--- config.mk ---
export PLATFORM = sky130hd
export DESIGN_NAME = npu_cmd_dispatch
export DESIGN_NICKNAME = d
export VERILOG_FILES = /design/src/rtl/npu_cmd_dispatch.sv
export SDC_FILE = /design/constraint.sdc
export NUM_CORES = 1
export LEC_CHECK = 0
export ABC_AREA = 1
export CORE_MARGIN = 3
export CORE_UTILIZATION = 50
export CTS_BUF_LIST = sky130_fd_sc_hd__clkbuf_16
export DETAILED_ROUTE_END_ITERATION = 10
export PLACE_DENSITY_LB_ADDON = 0.2
export RECOVER_POWER = 100
export SYNTH_ARGS = -nofsm -noshare
export SYNTH_HDL_FRONTEND = slang
export SYNTH_SLANG_ARGS = --single-unit
--- constraint.sdc ---
create_clock -name clk -period 2.51 [get_ports clk]
set_input_delay 0.3765 -clock clk [delete_from_list [all_inputs] [get_ports clk]]
set_output_delay 0.3765 -clock clk [all_outputs]
set_load 0.005 [all_outputs]
--- src/rtl/npu_cmd_dispatch.sv ---
// NPU command dispatcher: queues custom instructions from EXECUTE, issues them one at a
// time to the NPU and returns results in order. Optional result timeout: NPU_CMD_TIMEOUT_EN.
module npu_cmd_dispatch #(
    parameter int DATA_WIDTH     = 32,
    parameter int DEPTH          = 4,
    parameter int TIMEOUT_CYCLES = 1024
) (
    input  logic                         clk,
    input  logic                         rst_n,
    input  logic                         cmd_start,
    input  logic [DATA_WIDTH-1:0]        cmd_instr,
    output logic                         cmd_full,
    output logic                         npu_cmd_valid,
    output logic [DATA_WIDTH-1:0]        npu_cmd_data,
    input  logic                         npu_cmd_ready,
    input  logic [DATA_WIDTH-1:0]        npu_result,
    input  logic                         npu_result_valid,
    output logic                         rsp_valid,
    output logic [DATA_WIDTH-1:0]        rsp_data,
    input  logic                         rsp_ready,
    output logic                         busy,
    output logic [$clog2(DEPTH):0]       fifo_count,
    output logic                         err_overflow,
    output logic                         err_timeout,
    input  logic                         err_clr
);

    localparam int PTR_W = $clog2(DEPTH);
    localparam int CNT_W = $clog2(DEPTH) + 1;
    localparam logic [CNT_W-1:0] CNT_ZERO = {CNT_W{1'b0}};
    localparam logic [CNT_W-1:0] CNT_ONE  = CNT_W'(1);
    localparam logic [CNT_W-1:0] CNT_FULL = CNT_W'(DEPTH);
    localparam logic [CNT_W-1:0] CNT_AF   = CNT_W'(DEPTH - 1);
    localparam logic [PTR_W-1:0] PTR_ONE  = PTR_W'(1);

    typedef enum logic [1:0] {
        S_IDLE    = 2'd0,
        S_ISSUE   = 2'd1,
        S_WAIT    = 2'd2,
        S_RESPOND = 2'd3
    } state_t;

    state_t                  r_state;
    state_t                  w_state_nxt;
    logic [DATA_WIDTH-1:0]   r_mem [DEPTH];
    logic [PTR_W-1:0]        r_wr_ptr;
    logic [PTR_W-1:0]        r_rd_ptr;
    logic [CNT_W-1:0]        r_count;
    logic [CNT_W-1:0]        w_count_nxt;
    logic                    r_cmd_valid;
    logic                    w_cmd_valid_nxt;
    logic [DATA_WIDTH-1:0]   r_cmd_data;
    logic [DATA_WIDTH-1:0]   w_cmd_data_nxt;
    logic                    r_rsp_valid;
    logic                    w_rsp_valid_nxt;
    logic [DATA_WIDTH-1:0]   r_rsp_data;
    logic [DATA_WIDTH-1:0]   w_rsp_data_nxt;
    logic                    r_err_ov;
    logic                    w_push;
    logic                    w_drop;
    logic                    w_pop;

`ifdef NPU_CMD_TIMEOUT_EN
    localparam int TW = $clog2(TIMEOUT_CYCLES + 1);
    localparam logic [TW-1:0] TO_LAST = TW'(TIMEOUT_CYCLES - 1);
    localparam logic [TW-1:0] TO_ONE  = TW'(1);
    logic [TW-1:0]           r_wait_cnt;
    logic [TW-1:0]           w_wait_cnt_nxt;
    logic                    w_timeout;
    logic                    r_err_to;
`endif

    // A push into a full queue is dropped even when a pop frees a slot in the same cycle.
    assign w_push = cmd_start && (r_count != CNT_FULL);
    assign w_drop = cmd_start && (r_count == CNT_FULL);
    assign w_pop  = (r_state == S_ISSUE) && r_cmd_valid && npu_cmd_ready;

    // Occupancy update from push/pop.
    always_comb begin
        w_count_nxt = r_count;
        case ({w_push, w_pop})
            2'b10:   w_count_nxt = r_count + CNT_ONE;
            2'b01:   w_count_nxt = r_count - CNT_ONE;
            default: w_count_nxt = r_count;
        endcase
    end

    // FIFO storage, pointers and occupancy.
    always_ff @(posedge clk or negedge rst_n) begin
        if (!rst_n) begin
            for (int i = 0; i < DEPTH; i++) begin
                r_mem[i] <= {DATA_WIDTH{1'b0}};
            end
            r_wr_ptr <= {PTR_W{1'b0}};
            r_rd_ptr <= {PTR_W{1'b0}};
            r_count  <= CNT_ZERO;
        end else begin
            if (w_push) begin
                r_mem[r_wr_ptr] <= cmd_instr;
                r_wr_ptr        <= r_wr_ptr + PTR_ONE;
            end
            if (w_pop) begin
                r_rd_ptr <= r_rd_ptr + PTR_ONE;
            end
            r_count <= w_count_nxt;
        end
    end

    // Next-state and next registered-output logic of the dispatch FSM.
    always_comb begin
        w_state_nxt     = r_state;
        w_cmd_valid_nxt = r_cmd_valid;
        w_cmd_data_nxt  = r_cmd_data;
        w_rsp_valid_nxt = r_rsp_valid;
        w_rsp_data_nxt  = r_rsp_data;
`ifdef NPU_CMD_TIMEOUT_EN
        w_wait_cnt_nxt  = r_wait_cnt;
        w_timeout       = 1'b0;
`endif
        case (r_state)
            S_IDLE: begin
                if (r_count != CNT_ZERO) begin
                    w_state_nxt     = S_ISSUE;
                    w_cmd_valid_nxt = 1'b1;
                    w_cmd_data_nxt  = r_mem[r_rd_ptr];
                end else begin
                    w_state_nxt = S_IDLE;
                end
            end
            S_ISSUE: begin
                if (npu_cmd_ready) begin
                    w_state_nxt     = S_WAIT;
                    w_cmd_valid_nxt = 1'b0;
`ifdef NPU_CMD_TIMEOUT_EN
                    w_wait_cnt_nxt  = {TW{1'b0}};
`endif
                end else begin
                    w_state_nxt = S_ISSUE;
                end
            end
            S_WAIT: begin
                if (npu_result_valid) begin
                    w_state_nxt     = S_RESPOND;
                    w_rsp_valid_nxt = 1'b1;
                    w_rsp_data_nxt  = npu_result;
                end
`ifdef NPU_CMD_TIMEOUT_EN
                else if (r_wait_cnt == TO_LAST) begin
                    w_state_nxt     = S_RESPOND;
                    w_rsp_valid_nxt = 1'b1;
                    w_rsp_data_nxt  = {DATA_WIDTH{1'b1}};
                    w_timeout       = 1'b1;
                end else begin
                    w_wait_cnt_nxt = r_wait_cnt + TO_ONE;
                end
`else
                else begin
                    w_state_nxt = S_WAIT;
                end
`endif
            end
            S_RESPOND: begin
                if (rsp_ready) begin
                    w_state_nxt     = S_IDLE;
                    w_rsp_valid_nxt = 1'b0;
                end else begin
                    w_state_nxt = S_RESPOND;
                end
            end
            default: begin
                w_state_nxt     = S_IDLE;
                w_cmd_valid_nxt = 1'b0;
                w_rsp_valid_nxt = 1'b0;
            end
        endcase
    end

    // FSM state and registered handshake outputs.
    always_ff @(posedge clk or negedge rst_n) begin
        if (!rst_n) begin
            r_state     <= S_IDLE;
            r_cmd_valid <= 1'b0;
            r_cmd_data  <= {DATA_WIDTH{1'b0}};
            r_rsp_valid <= 1'b0;
            r_rsp_data  <= {DATA_WIDTH{1'b0}};
        end else begin
            r_state     <= w_state_nxt;
            r_cmd_valid <= w_cmd_valid_nxt;
            r_cmd_data  <= w_cmd_data_nxt;
            r_rsp_valid <= w_rsp_valid_nxt;
            r_rsp_data  <= w_rsp_data_nxt;
        end
    end

    // Sticky overflow flag; a same-cycle set beats err_clr.
    always_ff @(posedge clk or negedge rst_n) begin
        if (!rst_n) begin
            r_err_ov <= 1'b0;
        end else if (w_drop) begin
            r_err_ov <= 1'b1;
        end else if (err_clr) begin
            r_err_ov <= 1'b0;
        end else begin
            r_err_ov <= r_err_ov;
        end
    end

`ifdef NPU_CMD_TIMEOUT_EN
    // WAIT-cycle counter and sticky timeout flag.
    always_ff @(posedge clk or negedge rst_n) begin
        if (!rst_n) begin
            r_wait_cnt <= {TW{1'b0}};
            r_err_to   <= 1'b0;
        end else begin
            r_wait_cnt <= w_wait_cnt_nxt;
            if (w_timeout) begin
                r_err_to <= 1'b1;
            end else if (err_clr) begin
                r_err_to <= 1'b0;
            end else begin
                r_err_to <= r_err_to;
            end
        end
    end

    assign err_timeout = r_err_to;
`else
    logic w_unused;
    assign w_unused    = (TIMEOUT_CYCLES > 0);
    assign err_timeout = 1'b0;
`endif

    assign cmd_full      = (r_count >= CNT_AF);
    assign busy          = (r_state != S_IDLE) || (r_count != CNT_ZERO);
    assign fifo_count    = r_count;
    assign npu_cmd_valid = r_cmd_valid;
    assign npu_cmd_data  = r_cmd_data;
    assign rsp_valid     = r_rsp_valid;
    assign rsp_data      = r_rsp_data;
    assign err_overflow  = r_err_ov;

endmodule

==> results of run 1 <==
==> registers in the layout (all words and copies together), names as in the netlist <==
name and count:
npu_cmd_valid 1, r_wr_ptr 2, r_mem 128, fifo_count 3
npu_cmd_data 32, r_state 2, rsp_data 32, rsp_valid 1
r_rd_ptr 2, err_overflow 1
==> cells in the mapped netlist, drive strengths merged <==
cell	count	area, um2
nand2	564	2130
dfrtp	204	5105
inv	177	664.4
nand4	129	807.0
nand3	74	370.4
buf	71	351.6
o21ai	37	185.2
clkbuf	21	80.07
ha	5	62.56
nor2	3	18.77
xnor2	2	17.52
xor2	2	17.52
conb	1	3.750
fa	1	20.02
nand3b	1	7.510
o211ai	1	7.510
==> worst max-delay path by stage <==
stage,from,endpoint,cells after the start
floorplan,fifo_count[1],fifo_count[2],10
global placement,npu_cmd_ready,fifo_count[2],11
detailed placement,npu_cmd_ready,fifo_count[2],11
CTS,r_state[1],busy,3
global route,fifo_count[0],r_mem[95],5
finish,r_state[1],busy,3
==> area by class of cell <==
class,count,area (um2),share of cell area
Timing Repair Buffer,169,1625,0.1344
Clock buffer,23,575.6,0.04761
Tap cell,260,325.3,0.02691
Sequential cell,204,5106,0.4224
Clock inverter,18,157.7,0.01304
Inverter,177,664.4,0.05496
Multi-Input combinational cell,820,3635,0.3007
==> kinds of logic (layout without fill, tap and decap cells) <==
kind of cell | count (synthesis) | after routing | synth area share
AND/OR/NAND/NOR | 771 | 771 | 0.3385
adder cells (fa/ha/maj) | 6 | 6 | 0.008385
XOR/XNOR | 4 | 4 | 0.003558
AO/OA/AOI/OAI | 38 | 38 | 0.01957
buffers and inverters | 269 | 387 | 0.1113
flip-flops | 204 | 204 | 0.5184
other | 1 | 1 | 0.0003808
==> power by group through the flow <==
stage          combinational (uW)  clock, uW  sequential (uW)
2_1_floorplan                4270          0             5560
3_3_place_gp                 6720          0             5590
3_5_place_dp                 6890          0             5640
4_1_cts                      6930       3360             5600
5_1_grt                      7560       3500             5770
6_report                     6650       3290             5580
==> metal layers <==
metal,vias to the layer above,wire [um],track usage
li1,4247,-,-
met1,4144,11620,0.3431
met2,311,12090,0.3948
met3,41,1822,0.03569
met4,0,426,0.05786
met5,-,0,0
==> worst max-delay path, delay by kind of cell, from the launching register on <==
kind          cells  cell delay [ns]
flops             1             0.42
buf+inv           1             0.47
simple gates      2             0.45
==> timing repair <==
action                    in CTS  in global routing
buffers inserted               0                  0
hold endpoints to repair      67                  0
hold buffers                   1                  0
==> through the flow <==
stage                     cells  total power, uW    util
after detailed placement   1629            12530  0.6022
final                      1671            15520  0.6357
after CTS                  1671            15890  0.6413
after global routing       1671            16820  0.6357
after floorplan            1293             9826       -
after global placement     1629            12310  0.6022
==> impl_metrics.tcl, run 1 <==
set metrics [dict create \
    hold_slack_ns 0.4266 \
    drtIter0Drc 704 \
    slew-limit-headroom -0.03817 \
    track_usage 0.2414 \
    tightest_slew_ns 1.557 \
    yosys_warnings 0 \
    min-delay-start "npu_result[0]" \
    vias 8743 \
    cts-root-buf "clkbuf_16" \
    grt_pass1_wl_mm 43.14 \
    rows 50 \
    drc_errors 0 \
    maxCapViolCount 1 \
    antenna_found_initial 0 \
    htreeDepth 1 \
    die_x_um 146.3 \
    cts_sinks 204 \
    drtAntennaViolNets 0 \
    power.leakage_uw 0.006659 \
    ir_drop_v 0.0005876 \
    die_y_um 146.3 \
    path_cells "nor2_1 > nand3_1 > clkdlybuf4s50_1" \
    dp_slack_ns 0.09687 \
    netlist_instances 1293 \
    syn_area_mm2 0.009848 \
    status "complete, but fails checks" \
    placed_area_mm2 0.01145 \
    wl_per_cell_um 15.53 \
    cts-resized-gates 0 \
    pwr-share-seq 0.360 \
    reg2reg_depth 5 \
    numCtsBuffers 23 \
    hold_violations 0 \
    clock_latency_ns 0.51 \
    setup_tns_ns 0 \
    grt_max_degree 129 \
    final-setup-viol-count 0 \
    stdcell_area_mm2 0.01209 \
    power_per_cell_area_mw_per_mm2 1284 \
    clk_pin_slew_ns 0.06 \
    ys_ff_latch 204 \
    ios 144 \
    via_per_inst 5.232 \
    crit_path_start_kind "register" \
    start_util 0.5178 \
    cp-end-kind "primary output" \
    r2r-start "fifo_count[1]" \
    combPwrFrac 0.428 \
    fin_skew_ns 0.009959 \
    power_switching_uw 6258 \
    grt_pass1_vias 8299 \
    cp.arrival_ns 1.85 \
    slew_violations 67 \
    fp.dieArea_mm2 0.02142 \
    crit_fanout 6 \
    grt-ovfl-total 0 \
    nFillCells 1715 \
    clk_path_buf_depth 3 \
    post-dp-hpwl_mm 15.02 \
    worstHoldPathType "in2reg" \
    areaGrowthSynthToFinish_pct 22.75 \
    holdPathEnd "rsp_data[0]" \
    rsz0062_at_grt "no" \
    place.gp.congestion 0.7602 \
    firstDrtPassIters 5 \
    fmax_ghz 0.4491 \
    worst_r2r_endpoint "r_mem[103]" \
    violations "max-capacitance violations, max-slew violations" \
    path_class "reg2out" \
    hold_depth 3 \
    tritoncts "done" \
    min_period_ns 2.227 \
    core-area_mm2 0.01902 \
    fin_crit_sh 0.8872 \
    diodes 0 \
    crit_required_ns 2.13 \
    drive_gt1_frac 0.04181 \
    postSynthNetCount 1370 \
    cp_slowest_cell "clkdlybuf4s50_1" \
    synth_cell_types 24 \
    avgSynthCellArea_um2 7.617 \
    clkPwrFrac 0.212 \
    ys_seq_area_frac 0.5184 \
    wl_mm 25.96 \
    final_cell_mix "563 x nand2_1, 203 x dfrtp_1, 180 x inv_1" \
    p_sw_frac 0.4033 \
    io_buffers 142 \
    final_common_cell "nand2_1" \
    p_int_uw 9259 \
    fin_ws_ns 0.2832 \
    reg2reg_slack_ns 0.30 \
    critPathMaxStageDelay_ns 0.47 \
    nets 1472 \
]
No activity file was read; power rests on OpenSTA's default activity.
==> inputs of run 2 (changes only) <==
--- a/config.mk
+++ b/config.mk
@@ -10,7 +10,7 @@
 export CORE_UTILIZATION = 50
 export CTS_BUF_LIST = sky130_fd_sc_hd__clkbuf_16
 export DETAILED_ROUTE_END_ITERATION = 10
-export PLACE_DENSITY_LB_ADDON = 0.2
+export PLACE_DENSITY = 0.74
 export RECOVER_POWER = 100
 export SYNTH_ARGS = -nofsm -noshare
 export SYNTH_HDL_FRONTEND = slang
==> impl_metrics.tcl, run 2 (synthesized netlist as in run 1, its figures left out) <==
set metrics [dict create \
    cp-end-kind "primary output" \
    io_buffers 142 \
    crit_path_start_kind "register" \
    largest_reg_flops 128 \
    critPathMaxStageDelay_ns 0.62 \
    regMostFlops "r_mem" \
    track_usage 0.2391 \
    cts-resized-gates 0 \
    crit_buf_inv 1 \
    final_common_cell "nand2_1" \
    wl_per_cell_um 15.51 \
    drive_gt1_frac 0.04317 \
    crit_path_end "busy" \
    violations "max-capacitance violations, max-slew violations" \
    post-dp-hpwl_mm 16.08 \
    final-setup-viol-count 0 \
    cp_slowest_cell "dlygate4sd3_1" \
    die_x_um 146.3 \
    reg2reg_depth 6 \
    fp.dieArea_mm2 0.02142 \
    antenna_found_initial 0 \
    power.leakage_uw 0.006636 \
    status "complete, but fails checks" \
    slew_violations 67 \
    rows 50 \
    crit_fanout 6 \
    nets 1475 \
    tightest_slew_ns 1.758 \
    worstHoldPathType "in2reg" \
    clk_path_buf_depth 3 \
    ios 144 \
    drc_errors 0 \
    min_period_ns 2.410 \
    clk_pin_slew_ns 0.06 \
    die_y_um 146.3 \
    reg2reg_slack_ns 0.26 \
    setup_tns_ns 0 \
    final_cell_mix "562 x nand2_1, 204 x dfrtp_1, 181 x inv_1" \
    start_util 0.5178 \
    hold_slack_ns 0.2578 \
    drtAntennaViolNets 0 \
    fmax_ghz 0.4149 \
    grt_max_degree 121 \
    hold_violations 0 \
    r2r-start "fifo_count[1]" \
    path_cells "nor2_1 > nand3_1 > dlygate4sd3_1" \
    crit_required_ns 2.13 \
    via_per_inst 5.195 \
    diodes 0 \
    grt_pass1_wl_mm 42.47 \
    grt_pass1_vias 8295 \
    power_uw 15120 \
    numCtsBuffers 23 \
    cp.arrival_ns 2.03 \
    vias 8691 \
    power_per_cell_area_mw_per_mm2 1256 \
    worst_r2r_endpoint "r_mem[37]" \
    critPathTopFamily "buffers and inverters" \
    grt-ovfl-total 0 \
    htreeDepth 1 \
    fin_skew_ns 0.007284 \
    wl_mm 25.94 \
    place.gp.congestion 0.7623 \
    slew-limit-headroom -0.1717 \
    cp-startpoint "r_state[1]" \
    firstDrtPassIters 5 \
    core-area_mm2 0.01902 \
    rsz0062_at_grt "no" \
    areaGrowthSynthToFinish_pct 22.26 \
    ir_drop_v 0.0006422 \
    drtIter0Drc 626 \
    maxCapViolCount 1 \
    clock_latency_ns 0.49 \
    path_class "reg2out" \
    path_depth 3 \
    cts-root-buf "clkbuf_16" \
    cts_sinks 204 \
    fin_crit_sh 0.9604 \
    tritoncts "done" \
]
[run 2: changes by cell type in the layout (fill, tap and decap cells not counted), moves of 2 or more]
| cell | before | now |
|---|---|---|
| clkbuf_2 | 5 | 10 |
| clkbuf_1 | 4 | 0 |
| clkinv_1 | 5 | 9 |
| bufinv_16 | 3 | 0 |
| clkinv_2 | 3 | 1 |
| nand2_2 | 0 | 2 |
[run 2: through the flow]
step                instance area (um2)    util  setup WS (ns)  instances
floorplan                          9848       -         0.6102       1293
global placement                  11460  0.6028         0.2338       1632
detailed placement                11460  0.6028         0.2221       1632
CTS                               12120  0.6374         0.1555       1673
global route                      12040  0.6331        0.05268       1673
finish                            12040  0.6331        0.09952       1673
[run 2: tightest hold or removal path, cell delays in order]
cell     delay [ns]
buf_4          0.18
nand4_1        0.10
nand2_1        0.05
[run 2: what timing repair did]
| item | CTS | global route |
|---|---|---|
| endpoints found under the hold margin | 62 | 0 |
| buffers inserted | 0 | 0 |
| hold buffers | 1 | 0 |
[run 2: worst min path at each step]
| stage | startpoint | endpoint | cells after the start |
|---|---|---|---|
| floorplan | rst_n | err_overflow | 0 |
| global placement | rst_n | rsp_data[10] | 1 |
| detailed placement | rst_n | r_mem[111] | 1 |
| CTS | cmd_start | r_mem[113] | 3 |
| global route | cmd_start | r_mem[81] | 3 |
| finish | cmd_start | r_mem[17] | 3 |
[run 2: routing by layer]
metal / vias up / GRT usage / wire [um]
li1: 4254 / - / -
met1: 4117 / 0.3299 / 11410
met2: 282 / 0.4015 / 12410
met3: 38 / 0.03011 / 1542
met4: 0 / 0.06679 / 585
met5: - / 0 / 0
[run 2: cell type report]
type | instances | area [um2]
fillers | 1719 | 6978
flip-flops and latches | 204 | 5105
multi-input cells | 820 | 3640
repair buffers | 172 | 1658
inverters | 177 | 664.4
clock buffers | 23 | 575.6
well taps | 260 | 325.3
clock inverters | 17 | 72.57
[run 2: power by group]
part           internal, uW  switching (uW)  total [uW]
Combinational          2490            4070        6560
Clock                  1650            1280        2930
Sequential             4800             830        5630
Total                  8940            6180       15100
==> inputs of run 3 (changes only) <==
--- a/config.mk
+++ b/config.mk
@@ -12,6 +12,7 @@
 export DETAILED_ROUTE_END_ITERATION = 10
 export PLACE_DENSITY = 0.74
 export RECOVER_POWER = 100
+export SKIP_LAST_GASP = 1
 export SYNTH_ARGS = -nofsm -noshare
 export SYNTH_HDL_FRONTEND = slang
 export SYNTH_SLANG_ARGS = --single-unit
==> results of run 3 <==
The final DEF is identical to that of run 2; final timing and power are the same.
==> RTL edit 1, RTL diff (config.mk and constraints of run 2) <==
Set the parameter `DEPTH` to 2 (it was 4).
--- a/src/rtl/npu_cmd_dispatch.sv
+++ b/src/rtl/npu_cmd_dispatch.sv
@@ -4,3 +4,3 @@
     parameter int DATA_WIDTH     = 32,
-    parameter int DEPTH          = 4,
+    parameter int DEPTH          = 2,
     parameter int TIMEOUT_CYCLES = 1024
Ports: changed (resized fifo_count); port bits go from 144 to 143. The function was not compared with the original's and may differ.
==> RTL edit 1 against run 2 <==
- global-route usage down 2.6 points
- sequential power fell by 33%
- die area shrank 39%
- wire length decreased by 50%
- final cell count fell by 43%
- worst setup slack improved by 0.33 ns
- clock skew barely moved
- sequential share of layout area grew 1.7 points
- design area is 35% lower
- sequential cell count shrank 67
- core utilization rose by 6.5 points
- worst hold slack improved by 0.21 ns
- power is 37% lower
- area after synthesis fell by 41%
- critical path type unchanged
- highest routed layer unchanged
==> RTL edit 1: results (changes against run 2) <==
- Outcome: finished clean
- GP Congestion: 0.796 (+4.4%)
- First DRT Iteration DRCs: 300 (-52%)
- Clk_skew: 0.00760 ns (+0.000319 ns)
- Share of cells above drive strength 1: 0.0586 (+0.0154)
- Clock Network Area Fraction: 0.0752 (+0.0214)
- Met3 Routed Length: 801 um (-48%)
- Vias per Instance: 4.90 (-5.7%)
- Crit-path max cell delay: 0.57 ns (-0.05 ns)
- FF-to-FF End: npu_cmd_data[26]
- Netlist cell types: 23 (-4.2%)
- Sequential cell area share: 0.441 (+0.0172)
- Max reg flops: 64 (-50%)
- First-pass GRT wire length: 22,100 um (-48%)
- Port Buffers: 141 (-0.70%)
- Drt first pass iters: 4 (-1)
- Area contributors post-synth: dfrtp_1, nand2_1, inv_1, o21ai_1, o21ai_2
- Placed instance area: 7290 um2 (-36%)
- R2R Setup Slk: 0.55 ns (+0.29 ns)
- Slew HR: 0.231 (+0.402)
- Total Wirelength: 13,000 um (-50%)
- Buffering overhead: 0.192 (+0.0539)
- Area of the mapped netlist: 5850 um2 (-41%)
- CP max FO: 3 (-3)
- Post-synth net total: 747 (-45%)
- Antenna fix cells: 0 (unchanged)
- HPWL Detailed: 8460 um (-47%)
- Pleak: 4.13 nW (-38%)
- Plain + repair buffers: 149 (-13%)
- Min Hold Slack: 0.470 ns (+0.212 ns)
- HP Start: npu_cmd_data[17]
- Largest net degree at the start of global routing: 66 (-45%)
- Clock Tree Buf Depth: 2 (-1)
- Vias in the first global route: 4,683 (-44%)
- Multi-input gate area: 1800 um2 (-51%)
- Internal power: 0.00625 W (-30%)
- # fillers: 909 (-47%)
- VDD IR max: 0.586 mV (-8.7%)
- Dpl cells: 926 (-43%)
- Fin cells: 959 (-43%)
- Seq/Total Area, Yosys: 0.586 (+0.0677)
- Worst Reg-to-Reg Cells: 7 (+1)
- Met2 WL: 6170 um (-50%)
- Worst-Skew Late Latency: 0.41 ns (-0.08 ns)
- Final net count: 881 (-40%)
- Non-clock inverters: 79 (-55%)
- Total clock sinks: 137 (-33%)
- Inserted Clock Buffers: 17 (-26%)
- Syn_area_per_cell: 8.70 um2 (+14%)
- Worst hold path type: flop to flop
- CP arrival: 1.70 ns (-0.33 ns)
- M1 WL: 5820 um (-49%)
- Gr usage total: 0.213 (-0.0263)
- H-Tree Depth: 4 (+3)
- Reg2reg start: fifo_count[0]
- Post-synth top cells: nand2_1, dfrtp_1, inv_1
- Hold Crit Endpoint: npu_cmd_data[17]
## RTL edit 1: metrics by stage
step	setup WS, ns	utilization	power, W
finish	0.429	0.698	0.00952
global route	0.270	0.698	0.0103
CTS	0.468	0.709	0.0100
detailed placement	0.774	0.655	0.00752
global placement	0.812	0.655	0.00737
floorplan	1.13	-	0.00595
## RTL edit 1: kinds of logic after synthesis
family / count (synthesis) / synth area share
buf+inv: 113 / 0.0937
compound gates: 99 / 0.0975
other cells: 1 / 0.000641
xor+xnor: 1 / 0.00150
fa+ha+maj: 4 / 0.00856
simple gates: 317 / 0.212
flops: 137 / 0.586
## RTL edit 1: repair_timing
item	CTS	global route
setup endpoints to repair	0	0
hold endpoints to repair	35	0
hold buffers	1	0
## RTL edit 1: metal layers
layer  up-vias  GRT usage
li1       2322          -
met1      2218      0.281
met2       141      0.348
met3        16     0.0470
met4         0     0.0768
met5         -          0
## RTL edit 1: worst max path at each step
stage	start	to	slack, ns	cells after the start
2_1_floorplan	fifo_count[0]	r_mem[32]	1.13	8
3_3_place_gp	npu_result_valid	rsp_data[4]	0.81	5
3_5_place_dp	npu_result_valid	rsp_data[6]	0.77	5
4_1_cts	fifo_count[0]	busy	0.47	4
5_1_grt	rst_n	r_mem[10]	0.27	3
6_report	fifo_count[0]	busy	0.43	4
## RTL edit 1: power by group through the flow
stage	Combinational, W	Clock, W	Sequential (W)
floorplan	0.00219	0	0.00376
detailed placement	0.00370	0	0.00382
global route	0.00382	0.00258	0.00390
global placement	0.00359	0	0.00377
finish	0.00331	0.00244	0.00377
CTS	0.00373	0.00248	0.00380
## RTL edit 1: tightest hold or removal path, delay by kind of cell, from the launching register on
kind | cells | cell delay (ns)
flip-flops | 1 | 0.33
AND/OR/NAND/NOR | 2 | 0.10
==> RTL edit 2, RTL diff (settings of run 2) <==
Made on the original files. Re-encode `state_t` (4 states) as one-hot, 4 bits wide.
--- a/src/rtl/npu_cmd_dispatch.sv
+++ b/src/rtl/npu_cmd_dispatch.sv
@@ -35,7 +35,7 @@
 
-    typedef enum logic [1:0] {
-        S_IDLE    = 2'd0,
-        S_ISSUE   = 2'd1,
-        S_WAIT    = 2'd2,
-        S_RESPOND = 2'd3
+    typedef enum logic [3:0] {
+        S_IDLE    = 4'b0001,
+        S_ISSUE   = 4'b0010,
+        S_WAIT    = 4'b0100,
+        S_RESPOND = 4'b1000
     } state_t;
Check against the original RTL: same outputs for any inputs over 4 cycles, from zero or initial values and one cycle with rst_n low; so few cycles prove little.
==> RTL edit 2 against run 2 <==
- the run still ends with capacitance limit, slew limit left
- fmax increased by 6.0%
- highest routed layer is now met5
- area after synthesis decreased by 6.8%
- sequential cell count increased by 2
- largest cell class unchanged
- worst setup slack improved by 0.14 ns
- clock power decreased by 2%
- core utilization increased by 0.96 points
- wire length decreased by 16%
- power decreased by 5.9%
- design area decreased by 5.7%
- combinational power decreased by 14%
==> RTL edit 2: results (changes against run 2) <==
- # fillers: 1,501 (-13%)
- Share of cells above drive strength 1: 0.0455 (+0.00232)
- Multi-input comb cells: 738 (-10%)
- Min Hold Slack: 0.421 ns (+0.163 ns)
- Via Count: 7,530 (-13%)
- Post-synth net total: 1,173 (-14%)
- DP Worst Slack: 0.192 ns (-0.0300 ns)
- GP Congestion: 0.786 (+3.0%)
- Total clock sinks: 206 (+0.98%)
- HP Start: npu_result[6]
- Total Wirelength: 21,700 um (-16%)
- Final Max Tran Viols: 69 (+3.0%)
- Area contributors post-synth: dfrtp_1, nand2_1, o21ai_0, inv_1, o211ai_1
- Reg2reg start: r_state[2]
- Met2 Use GR: 0.361 (-0.0401)
- Failing checks: capacitance limit, slew limit
- Worst Reg-to-Reg Cells: 11 (+5)
- Antenna violations before repair: 2 (+2)
- Critical-path top delay cell: clkdlybuf4s50_1
- Sw Share: 0.378 (-0.0307)
- DR top layer: met5
- Gr usage total: 0.219 (-0.0206)
- Plain + repair buffers: 163 (-5.2%)
- Drt first pass iters: 6 (+1)
- Non-clock inverters: 87 (-51%)
- Seq/Total Area, Yosys: 0.562 (+0.0436)
- Final net count: 1,296 (-12%)
- M1 WL: 9770 um (-14%)
- Largest net degree at the start of global routing: 71 (-41%)
- Pleak: 5.69 nW (-14%)
- Syn_area_per_cell: 8.37 um2 (+9.9%)
- CP arrival: 1.90 ns (-0.13 ns)
- Slew HR: -0.199 (-0.0276)
- First-pass GRT wire length: 36,500 um (-14%)
- Outcome: finished, violations left
- Met3 Routed Length: 1460 um (-5.1%)
- Final Cycle Share: 0.906 (-0.0544)
- Buffering overhead: 0.144 (+0.00586)
- Seq pwr: 0.00568 W (+0.9%)
- Design Area, Final: 11,300 um2 (-5.7%)
- Netlist cell types: 32 (+33%)
- Clock Network Area Fraction: 0.0560 (+0.00218)
- Hold Crit Endpoint: rsp_data[6]
- Sequential cell area share: 0.455 (+0.0308)
- Clk_skew: 0.00612 ns (-0.00116 ns)
- Met2 WL: 10,200 um (-18%)
- Multi-input gate area: 3310 um2 (-8.9%)
- Max-cap check violation count: 1 (unchanged)
- CP max FO: 4 (-2)
- FF-to-FF End: fifo_count[2]
==> RTL edit 2: cell count changes after synthesis, moves of 24 or more <==
cell | run 2 | this run
nand4_1 | 129 | 1
o21ai_0 | 32 | 159
nand2_1 | 561 | 467
inv_1 | 174 | 83
nand3_1 | 74 | 6
a21oi_1 | 0 | 34
o211ai_1 | 1 | 32
buf_2 | 59 | 35
==> RTL edit 2: cells by family (layout without fill, tap and decap cells) <==
| logic type | Yosys count | after routing | share of synthesized area |
|---|---|---|---|
| xor+xnor | 4 | 4 | 0.00382 |
| fa+ha+maj | 6 | 6 | 0.00900 |
| other cells | 1 | 1 | 0.000409 |
| buf+inv | 152 | 287 | 0.0735 |
| compound gates | 233 | 233 | 0.136 |
| flops | 206 | 206 | 0.562 |
| simple gates | 494 | 494 | 0.215 |
==> RTL edit 2: critical path, delay by kind of cell, from the launching register on <==
family / cells / cell delay (ns)
buf+inv: 1 / 0.51
flops: 1 / 0.42
simple gates: 2 / 0.48
